===== src/rtl/alu_out_stage.sv =====
// EX-stage output skid buffer (2 entries) with signed-overflow trap drop and sticky exception.
// Optional ALU_OUT_STATS_EN adds saturating zero_cnt/trap_cnt counters.
module alu_out_stage #(
  parameter int WIDTH  = 32,
  parameter int DEST_W = 5
) (
  input  logic              clk,
  input  logic              reset,
  input  logic              in_valid,
  output logic              in_ready,
  input  logic [WIDTH-1:0]  in_S,
  input  logic              in_Z,
  input  logic              in_V,
  input  logic              in_N,
  input  logic              in_trap,
  input  logic [DEST_W-1:0] in_dest,
  output logic              out_valid,
  input  logic              out_ready,
  output logic [WIDTH-1:0]  out_S,
  output logic              out_Z,
  output logic              out_V,
  output logic              out_N,
  output logic [DEST_W-1:0] out_dest,
  output logic              exc_ovf,
  output logic [DEST_W-1:0] exc_dest,
  input  logic              exc_ack
`ifdef ALU_OUT_STATS_EN
  ,
  output logic [15:0]       zero_cnt,
  output logic [15:0]       trap_cnt
`endif
);

  typedef struct packed {
    logic [WIDTH-1:0]  s;
    logic              z;
    logic              v;
    logic              n;
    logic [DEST_W-1:0] dest;
  } entry_t;

  entry_t     head, tail, in_entry;
  logic [1:0] count;
  logic       push, pop, trap_drop, store;

  // in_ready depends only on state (and reset), never on out_ready.
  assign in_ready  = ~reset & (count != 2'd2) & ~exc_ovf;
  assign out_valid = (count != 2'd0);
  assign push      = in_valid & in_ready;
  assign pop       = out_valid & out_ready;
  assign trap_drop = push & in_trap & in_V;
  assign store     = push & ~trap_drop;

  assign in_entry = '{s: in_S, z: in_Z, v: in_V, n: in_N, dest: in_dest};

  assign out_S    = head.s;
  assign out_Z    = head.z;
  assign out_V    = head.v;
  assign out_N    = head.n;
  assign out_dest = head.dest;

  always_ff @(posedge clk or posedge reset) begin
    if (reset) begin
      count <= 2'd0;
      head  <= '0;
      tail  <= '0;
    end else begin
      case (count)
        2'd0: begin
          if (store) begin
            head  <= in_entry;
            count <= 2'd1;
          end
        end
        2'd1: begin
          if (store && pop) begin
            head <= in_entry;
          end else if (store) begin
            tail  <= in_entry;
            count <= 2'd2;
          end else if (pop) begin
            count <= 2'd0;
          end
        end
        default: begin
          if (pop) begin
            head  <= tail;
            count <= 2'd1;
          end
        end
      endcase
    end
  end

  // A trap drop cannot coincide with a pending exception since pushes are blocked then.
  always_ff @(posedge clk or posedge reset) begin
    if (reset) begin
      exc_ovf  <= 1'b0;
      exc_dest <= '0;
    end else if (trap_drop) begin
      exc_ovf  <= 1'b1;
      exc_dest <= in_dest;
    end else if (exc_ack) begin
      exc_ovf  <= 1'b0;
    end
  end

`ifdef ALU_OUT_STATS_EN
  always_ff @(posedge clk or posedge reset) begin
    if (reset) begin
      zero_cnt <= 16'd0;
      trap_cnt <= 16'd0;
    end else begin
      if (pop && head.z && (zero_cnt != 16'hFFFF))
        zero_cnt <= zero_cnt + 16'd1;
      if (trap_drop && (trap_cnt != 16'hFFFF))
        trap_cnt <= trap_cnt + 16'd1;
    end
  end
`endif

endmodule


===== config.mk =====
export PLATFORM = sky130hd
export DESIGN_NAME = alu_out_stage
export DESIGN_NICKNAME = d
export VERILOG_FILES = /design/src/rtl/alu_out_stage.sv
export SDC_FILE = /design/constraint.sdc
export NUM_CORES = 1
export LEC_CHECK = 0
export ABC_AREA = 1
export BUFFER_PORTS_ARGS = -buffer_cell sky130_fd_sc_hd__buf_2
export CAP_MARGIN = 20
export CORE_MARGIN = 4
export CORE_UTILIZATION = 48
export DETAILED_ROUTE_END_ITERATION = 10
export GPL_TIMING_DRIVEN = 0
export HOLD_SLACK_MARGIN = 0.05
export PLACE_DENSITY = 0.68
export SYNTH_ARGS = -nofsm -noshare
export SYNTH_HDL_FRONTEND = slang
export SYNTH_SLANG_ARGS = --single-unit

===== constraint.sdc =====
create_clock -name clk -period 4.6 [get_ports clk]
set_input_delay 0.23 -clock clk [delete_from_list [all_inputs] [get_ports clk]]
set_output_delay 0.23 -clock clk [all_outputs]
set_load 0.01 [all_outputs]

* Yosys cells after proc, flatten, opt, wreduce, memory -nomap -nowiden *
Cells that the tools add are included.

storage, ports and cells
  register bits = 88
  bits of input ports = 46

cells by class
  mux-type cells = 12
  bitwise logic cells = 11
  equality and inequality tests = 6
  reduce and logical (&&, ||, !) cells = 8

operators by type and width
  kind                                                                    number
  40-bit two-way mux                                                      3
  40-bit one-hot mux with 2 select lines                                  1
  2-bit two-way mux                                                       5
  2-bit inequality test (second input constant)                           4
  1-bit AND                                                               7
  3-bit AND reduction                                                     2
  1-bit inverter                                                          4
  2-bit one-hot mux with 2 select lines                                   1
  4-bit AND reduction                                                     1
  2-bit nonzero test                                                      2
  3-bit inequality test (second input constant)                           1
  3-bit nonzero test                                                      1
  2-bit by 1-bit equality test with 1-bit output (second input constant)  1
  2-bit logical NOT                                                       1
  1-bit two-way mux                                                       2
  1-bit logical AND                                                       1

* Depth between registers and ports, before layout *
Gate-level depths: netlist of the first run.

  word-level depth = 11
  depth in mapped cells = 8

* Worst setup path before layout of the first run *
OpenSTA, ideal clock, no wires.

  path type = register to register
  start = register exc_ovf
  end = register tail[0] in the netlist's numbering
  clock period less this slack = 1.239 ns
  data arrival time = 1.122 ns
  setup time = 0.118 ns
  slack = 3.361 ns
  data required time = 4.482 ns
  buffers on the path = 1
  cell stages (with the launch flop) = 8
  path through = dfrtp_1 > nor2_2 > nand3_2 > nor2_4 > nand2_4 > buf_6 > nand2_1 > o21ai_2

between the ends
  cells in the longest elaborated chain, start to end = 10

RTL lines
  element                                 RTL line  RTL
  start, declared                         24        output logic exc_ovf,
  start signal, assigned                  98        exc_ovf <= 1'b0;
  start signal, assigned                  101       exc_ovf <= 1'b1;
  start signal, assigned                  104       exc_ovf <= 1'b0;
  1-bit inverter *                        47        assign in_ready = ~reset & (count != 2'd2) & ~exc_ovf;
  1-bit AND *                             47
  1-bit AND *                             49        assign push = in_valid & in_ready;
  1-bit AND (2 in series)                 51        assign trap_drop = push & in_trap & in_V;
  1-bit inverter                          52        assign store = push & ~trap_drop;
  1-bit AND *                             52
  1-bit logical AND                       76        if (store && pop) begin
  1-bit inverter (no source line)         n/a
  3-bit AND reduction (no source line) *  n/a
  end signal, assigned                    79        tail <= in_entry;
  end, declared                           42        entry_t head, tail, in_entry;

Every way passes the cells marked *; elsewhere a longest branch is shown, timed or not.
A chain may end at the register's enable or synchronous reset.

* Worst setup path in the final report of the first run *
  start = input port reset
  end = register head, in the netlist out_S[23]

between the ends
  cells in the longest elaborated chain, start to end = 11
  elaborated cells on any way between the ends = 12

RTL lines
  element                                 RTL line  RTL
  start, declared                         8         input logic reset,
  1-bit inverter *                        47
  1-bit AND * (2 in series)               47
  1-bit AND *                             49
  1-bit AND (2 in series)                 51
  1-bit inverter                          52
  1-bit AND *                             52
  1-bit logical AND                       76
  2-bit inequality test (no source line)  n/a
  3-bit AND reduction (no source line) *  n/a
  end signal, assigned                    71        head <= in_entry;
  end signal, assigned                    77        head <= in_entry;
  end signal, assigned                    87        head <= tail;
  end, declared                           42

Marks and branches as above.

==> results.txt, run 1 <==
----------------------------------------------------
[Synth]
  Flip-flop cell with the highest count after synthesis ... dfrtp_1
  Syn Area/Cell ... 8.445 µm²
  Post-synthesis sequential area ratio ... a little over half
  Top cell type's share of synthesized area ... 53.54%
  Synth Net Count ... 533
  Number of flops mapped to enable cells by yosys ... 0
  Cell type contributing the most total cell area after synthesis ... dfrtp_1
  Leading post-synthesis cells by cell area ... dfrtp_1 (54%), nand2_1 (18%), o21ai_2 (6.4%)
  Mapped cell area ... 4113 µm²
  Post-synthesis cell count ... around 490
  Count of synthesis-stage warnings from yosys ... 0
  Number of distinct standard cells referenced by the synthesized netlist ... 18
  Register bit total from synthesis ... 88
  Async set or reset register ratio after synthesis ... 100.0%

[Placed design]
  GP Congestion ... 0.8543
  DP Wirelength ... just under 7000 µm
  Total of buffers placed on input and output ports ... 93
  # placed instances ... 686

[Cells and area]
  Fill cell total of the finished layout ... 796
  Combined flip-flop and latch cell area ... 2202 µm²
  Area Overhead vs Synth ... 20.90%
  Final-stage net count ... around 640
  Number of diodes ... 0
  Fraction of final layout cells with drive strength greater than 1 ... 30.03%
  Top library cells by usage in the layout, fill and taps aside ... nand2_1 (200), buf_2 (110), dfrtp_1 (88)
  Final core utilization ... 60.21%
  Final Instance Count excl. Fillers ... 701
  Footprint of the multi-input gates ... approximately 1500 µm²
  Leading cell type in the layout, fill and taps excluded ... nand2_1

[Power and ir drop]
  Total power per unit cell area ... 477.4 nW/µm²
  Peak supply drop ... 0.2236 mV
  Leakage ... around 2.8 nW

[CTS]
  Max Root-Sink Buffers ... 2
  Latest clock arrival within the worst-skew pair ... 0.35 ns
  Resize count post-CTS ... 0
  TritonCTS Buffers ... 9
  Sinks on the clock net ... 88
  Clock tree from TritonCTS ... done
  Post-CTS clock slew at the launch and capture registers of the worst setup and hold paths ... 0.08 ns
  Root buffer cell ... clkbuf_8
  Count of H-tree levels built during CTS ... 3

[Die]
  Initial core utilization ... 49.80%
  Die area ... 10,110 µm²
  Area of the core region ... slightly above 8000 µm²
  Std-Cell Rows ... 33
  Die boundary width ... 100.6 µm
  Die Y ... 100.6 µm
  Top-Level Pins ... 94

[Timing]
  Final Cycle Share ... 34.23%
  WHS ... ~0.065 ns
  Slew headroom ... 62.94%
  Final Skew ... 0.008637 ns
  Count of pins over their slew limit ... 0
  Final setup TNS ... 0 ns
  Pin slew with the least headroom to its limit ... 0.5560 ns
  Number of setup violations in the final report ... 0
  RSZ-0062 raised after global routing ... false
  Fmax ... about 0.64 GHz
  Number of endpoints with negative hold slack in the final report ... 0
  Final Critical Period ... between 1.5 and 2 ns

[Worst hold path]
  Hold path startpoint ... exc_ack
  Class of the worst hold path ... in -> reg

[Critical path]
  Required time reported for the critical path endpoint ... 4.84 ns
  Worst path top cell family by delay ... buffers and inverters
  Crit-path max cell delay ... 0.53 ns
  Worst setup EP type ... flip-flop
  Crit start category ... input port
  Critical-path maximum fanout ... 10
  Critical-path cell list ... dlygate4sd3_1 > buf_2 > nor2_2 > nand4_1 > nand2_2 > nand2_2 > buf_6 > nand2_1 > nand2_1
  Data arrival at the endpoint of the critical path ... 1.81 ns
  Worst setup path startpoint ... reset
  Type of the worst setup path ... in -> reg
  Cell type of the slowest stage on the worst timing path ... dlygate4sd3_1
  WP buf/inv ... 3
  Start of the worst register-to-register path ... exc_ovf

[Drt]
  Antenna Violating Nets Remaining ... 0
  Number of iterations in the first detailed-routing pass ... 4
  Number of violations reported at the end of detailed-routing iteration 0 ... 118
  Via density ... 4.932
  Total length of routed wires ... 9409 µm
  Routed via count ... 3,457
  Wire length per cell after detailed routing ... 13.42 µm
  Number of remaining DRC errors ... 0

[GRT]
  Maximum number of pins on one net before global-route repair ... 48
  Initial antenna violation count ... 0
  Wire length of the first global-routing pass ... 15,990 µm
  Via count of the first global-routing pass ... 3,396
  Total routing resource utilization after global routing ... 19.77%
  Sum of overflow across all layers after global routing ... 0

[Flow run]
  Max-cap violations ... 0

[Outcome]
  Result of the run ... completed

----------------------------------------------------
==> synthesized netlist by cell type, types with 2 or more instances <==
library cell,n
buf_6,11
o21ai_2,30
clkbuf_1,2
nor2_2,2
inv_2,2
buf_2,17
nand2_1,200
dfrtp_1,88
inv_1,34
nand2_2,4
nand3_1,52
o21ai_0,39
==> worst paths after layout <==
path,endpoint,slack (ns),depth (start not counted)
min reg2reg,out_S[3],0.47,2
min in group asynchronous,count[1],0.50,3
max,out_S[23],3.03,9
max reg2reg,out_S[23],3.18,7
max in group asynchronous,tail[20],3.48,4
min,exc_ovf,0.07,2
==> report_power, final <==
group          total, W  internal [W]  switching [W]
sequential      0.00115       0.00102       0.000132
clock          0.000608      0.000354       0.000254
combinational  0.000613      0.000261       0.000353
total           0.00237       0.00164       0.000739
==> sequential cells by signal, indices dropped and copies added (netlist names) <==
register  flops
count         2
exc_dest      5
exc_ovf       1
out_N         1
out_S        32
out_V         1
out_Z         1
out_dest      5
tail         40
==> layer usage <==
| layer | vias to the layer above | global-route usage, % | wire length (µm) |
|---|---|---|---|
| li1 | 1744 | - | - |
| met1 | 1631 | 26.31 | 4235 |
| met2 | 75 | 33.13 | 4658 |
| met3 | 7 | 3.945 | 431 |
| met4 | 0 | 5.285 | 84 |
| met5 | - | 0 | 0 |
==> metrics by stage <==
| stage | instance area, µm² | setup slack [ns] | power [W] |
|---|---|---|---|
| after global placement | 4710 | 1.003 | 0.001758 |
| after floorplan | 4113 | 2.091 | 0.001539 |
| final | 4972 | 3.026 | 0.002374 |
| after detailed placement | 4740 | 3.209 | 0.001793 |
| after CTS | 4972 | 3.041 | 0.002404 |
| after global routing | 4972 | 2.899 | 0.002546 |
==> cell families (layout without fill, tap and decap cells) <==
| logic type | Yosys count | count (layout) | synth area share, % |
|---|---|---|---|
| compound gates | 69 | 69 | 11.13 |
| flops | 88 | 88 | 53.54 |
| simple gates | 262 | 262 | 26.44 |
| buf+inv | 68 | 177 | 8.884 |
==> cell type report <==
cell class | count | area share (%)
timing repair buffer | 95 | 10.12
inverter | 37 | 2.894
multi-input combinational | 331 | 31.08
buffer | 31 | 4.504
clock buffer | 10 | 2.567
sequential | 88 | 44.29
tap | 105 | 2.642
clock inverter | 4 | 1.912
==> what timing repair did <==
item,in CTS,in global routing
endpoints found under the hold margin,41,0
hold buffers,1,0
setup buffers,0,0
Note: power is estimated with default switching activity, not from simulation.
==> inputs of run 2 (changes only) <==
==> constraint.sdc (replaced) <==
create_clock -name clk -period 1.6 [get_ports clk]
set_input_delay 0.08 -clock clk [delete_from_list [all_inputs] [get_ports clk]]
set_output_delay 0.08 -clock clk [all_outputs]
set_load 0.01 [all_outputs]
==> results.txt, run 2 (same netlist as run 1, synthesis figures left out) <==
----------------------------------------------------
[Outcome]
  Result of the run ... completed

[Die]
  Initial core utilization ... 49.80% (unchanged)
  Die Y ... 100.6 µm (unchanged)
  Die area ... 10,110 µm² (unchanged)
  Die boundary width ... 100.6 µm (unchanged)
  Std-Cell Rows ... 33 (unchanged)
  Top-Level Pins ... 94 (unchanged)
  Area of the core region ... 8258 µm² (unchanged)

[CTS]
  Clock tree from TritonCTS ... done
  Resize count post-CTS ... 0 (unchanged)
  Max Root-Sink Buffers ... 2 (unchanged)
  Latest clock arrival within the worst-skew pair ... 0.35 ns (about the same)
  Count of H-tree levels built during CTS ... 3 (unchanged)
  Post-CTS clock slew at the launch and capture registers of the worst setup and hold paths ... 0.08 ns (about the same)
  Buffer count from post-CTS setup fixing ... 0 (unchanged)
  Sinks on the clock net ... 88 (unchanged)
  Root buffer cell ... clkbuf_8
  TritonCTS Buffers ... 9 (unchanged)
  Count of hold-fix buffers inserted at cts ... 43 (+42)

[Cells and area]
  Largest Register ... tail
  Top library cells by usage in the layout, fill and taps aside ... nand2_1 (200), buf_2 (110), dfrtp_1 (88)
  Final-stage net count ... 682 (+6.7%)
  Number of flip-flops in the largest register ... 40 (unchanged)
  Area Overhead vs Synth ... 30.45%
  Fraction of final layout cells with drive strength greater than 1 ... 28.33% (-1.7 points)
  Leading cell type in the layout, fill and taps excluded ... nand2_1
  Fill cell total of the finished layout ... 737 (-7.4%)
  Number of diodes ... 0 (unchanged)

[Drt]
  Number of remaining DRC errors ... 0 (unchanged)
  Number of iterations in the first detailed-routing pass ... 4 (unchanged)
  Total length of routed wires ... 10,060 µm (+6.9%)
  Wire length per cell after detailed routing ... 13.52 µm (+0.72%)
  Via density ... 4.882 (-1.0%)
  Antenna Violating Nets Remaining ... 0 (unchanged)
  Number of violations reported at the end of detailed-routing iteration 0 ... 146 (+24%)
  Routed via count ... 3,632 (+5.1%)

[Critical path]
  Worst setup path startpoint ... exc_ovf
  Data arrival at the endpoint of the critical path ... 1.70 ns (-0.11 ns)
  Required time reported for the critical path endpoint ... 1.85 ns (-2.99 ns)
  Register-to-Register Setup Slack ... 0.15 ns (-3.03 ns)
  Crit start category ... flip-flop
  Worst setup EP type ... flip-flop
  Start of the worst register-to-register path ... exc_ovf
  Critical-path maximum fanout ... 10 (unchanged)
  Type of the worst setup path ... reg -> reg

[Timing]
  Final setup TNS ... 0 ns (unchanged)
  Number of setup violations in the final report ... 0 (unchanged)
  Final Critical Period ... 1.452 ns
  Slew headroom ... 51.02% (-12 points)
  RSZ-0062 raised after global routing ... false
  Final Cycle Share ... 90.77%
  Number of endpoints with negative hold slack in the final report ... 0 (unchanged)
  Count of pins over their slew limit ... 0 (unchanged)
  Final Skew ... 0.006593 ns (-0.002043 ns)
  Post-route setup slack ... 0.1477 ns (-2.878 ns)
  Fmax ... a little under 0.7 GHz
  Pin slew with the least headroom to its limit ... 0.7331 ns (+0.1772 ns)

[Placed design]
  GP Congestion ... 0.8176 (-4.3%)
  DP Wirelength ... 7058 µm (+2.8%)
  Minimum setup slack after placement ... 0.1613 ns (-3.048 ns)
  Total of buffers placed on input and output ports ... 93 (unchanged)

[Worst hold path]
  Hold path startpoint ... in_valid
  Class of the worst hold path ... in -> reg

[Power and ir drop]
  Total power per unit cell area ... 1236 nW/µm² (+160%)
  Leakage ... 2.924 nW (+5.9%)
  Peak supply drop ... 0.6326 mV (+180%)

[GRT]
  Total routing resource utilization after global routing ... 20.95% (+1.2 points)
  Via count of the first global-routing pass ... 3,532 (+4.0%)
  Maximum number of pins on one net before global-route repair ... 35 (-27%)
  Sum of overflow across all layers after global routing ... 0 (unchanged)
  Initial antenna violation count ... 0 (unchanged)
  Wire length of the first global-routing pass ... 16,710 µm (+4.5%)

[Flow run]
  Max-cap violations ... 0 (unchanged)

----------------------------------------------------
-- run 2: changes by cell type in the layout (fill, tap and decap cells not counted), sizes merged --
cell,change
inv,-1
bufinv,-2
clkinv,+3
clkinvlp,+1
dlygate4sd3,+42
clkbuf,-1
buf,+1
-- run 2: worst paths after layout --
check,cells after the start,to
setup / recovery,7,out_S[29]
hold / removal,4,exc_dest[1]
setup reg to reg,7,out_S[29]
hold reg to reg,2,out_S[13]
max in group asynchronous,5,tail[17]
min in group asynchronous,3,tail[24]
-- run 2: layer usage --
metal  wire [µm]  track usage, %
met4         142           7.461
met5           0               0
met3         427           3.253
met1        4587           28.53
met2        4901           34.10
-- run 2: critical path: stages (launching register included) --
cell     delay (ns)
dfrtp_1        0.41
nor2_2         0.16
nand4_1        0.17
nand2_2        0.18
nand2_2        0.14
buf_6          0.17
nand2_1        0.06
nand2_1        0.05
-- run 2: final cells by class --
type / instances / area, µm² / share of cell area [%]
Clock inverter: 5 / 50.05 / 0.9328
Buffer: 31 / 224.0 / 4.174
Tap cell: 105 / 131.4 / 2.449
Sequential cell: 88 / 2202 / 41.04
Inverter: 37 / 145.1 / 2.705
Clock buffer: 9 / 123.9 / 2.309
Multi-Input combinational cell: 331 / 1545 / 28.80
Timing Repair Buffer: 138 / 943.4 / 17.58
-- run 2: stage by stage --
step	total power, W	instance area (µm²)	instances	hold slack, ns	utilization (%)
6_report	0.006629	5365	744	0.08559	64.97
5_1_grt	0.007096	5365	744	0.1083	64.97
4_1_cts	0.006693	5365	744	0.06949	64.97
3_5_place_dp	0.005165	4761	687	0.2583	57.65
3_3_place_gp	0.005057	4713	685	0.2608	57.08
2_1_floorplan	0.004426	4116	487	0.1764	-
-- run 2: where the power goes --
part           internal, W  leakage, nW  switching [W]
clock network     0.000694       0.0945       0.000761
registers          0.00293         1.11       0.000386
logic             0.000821         1.72        0.00104
total              0.00445         2.92        0.00218
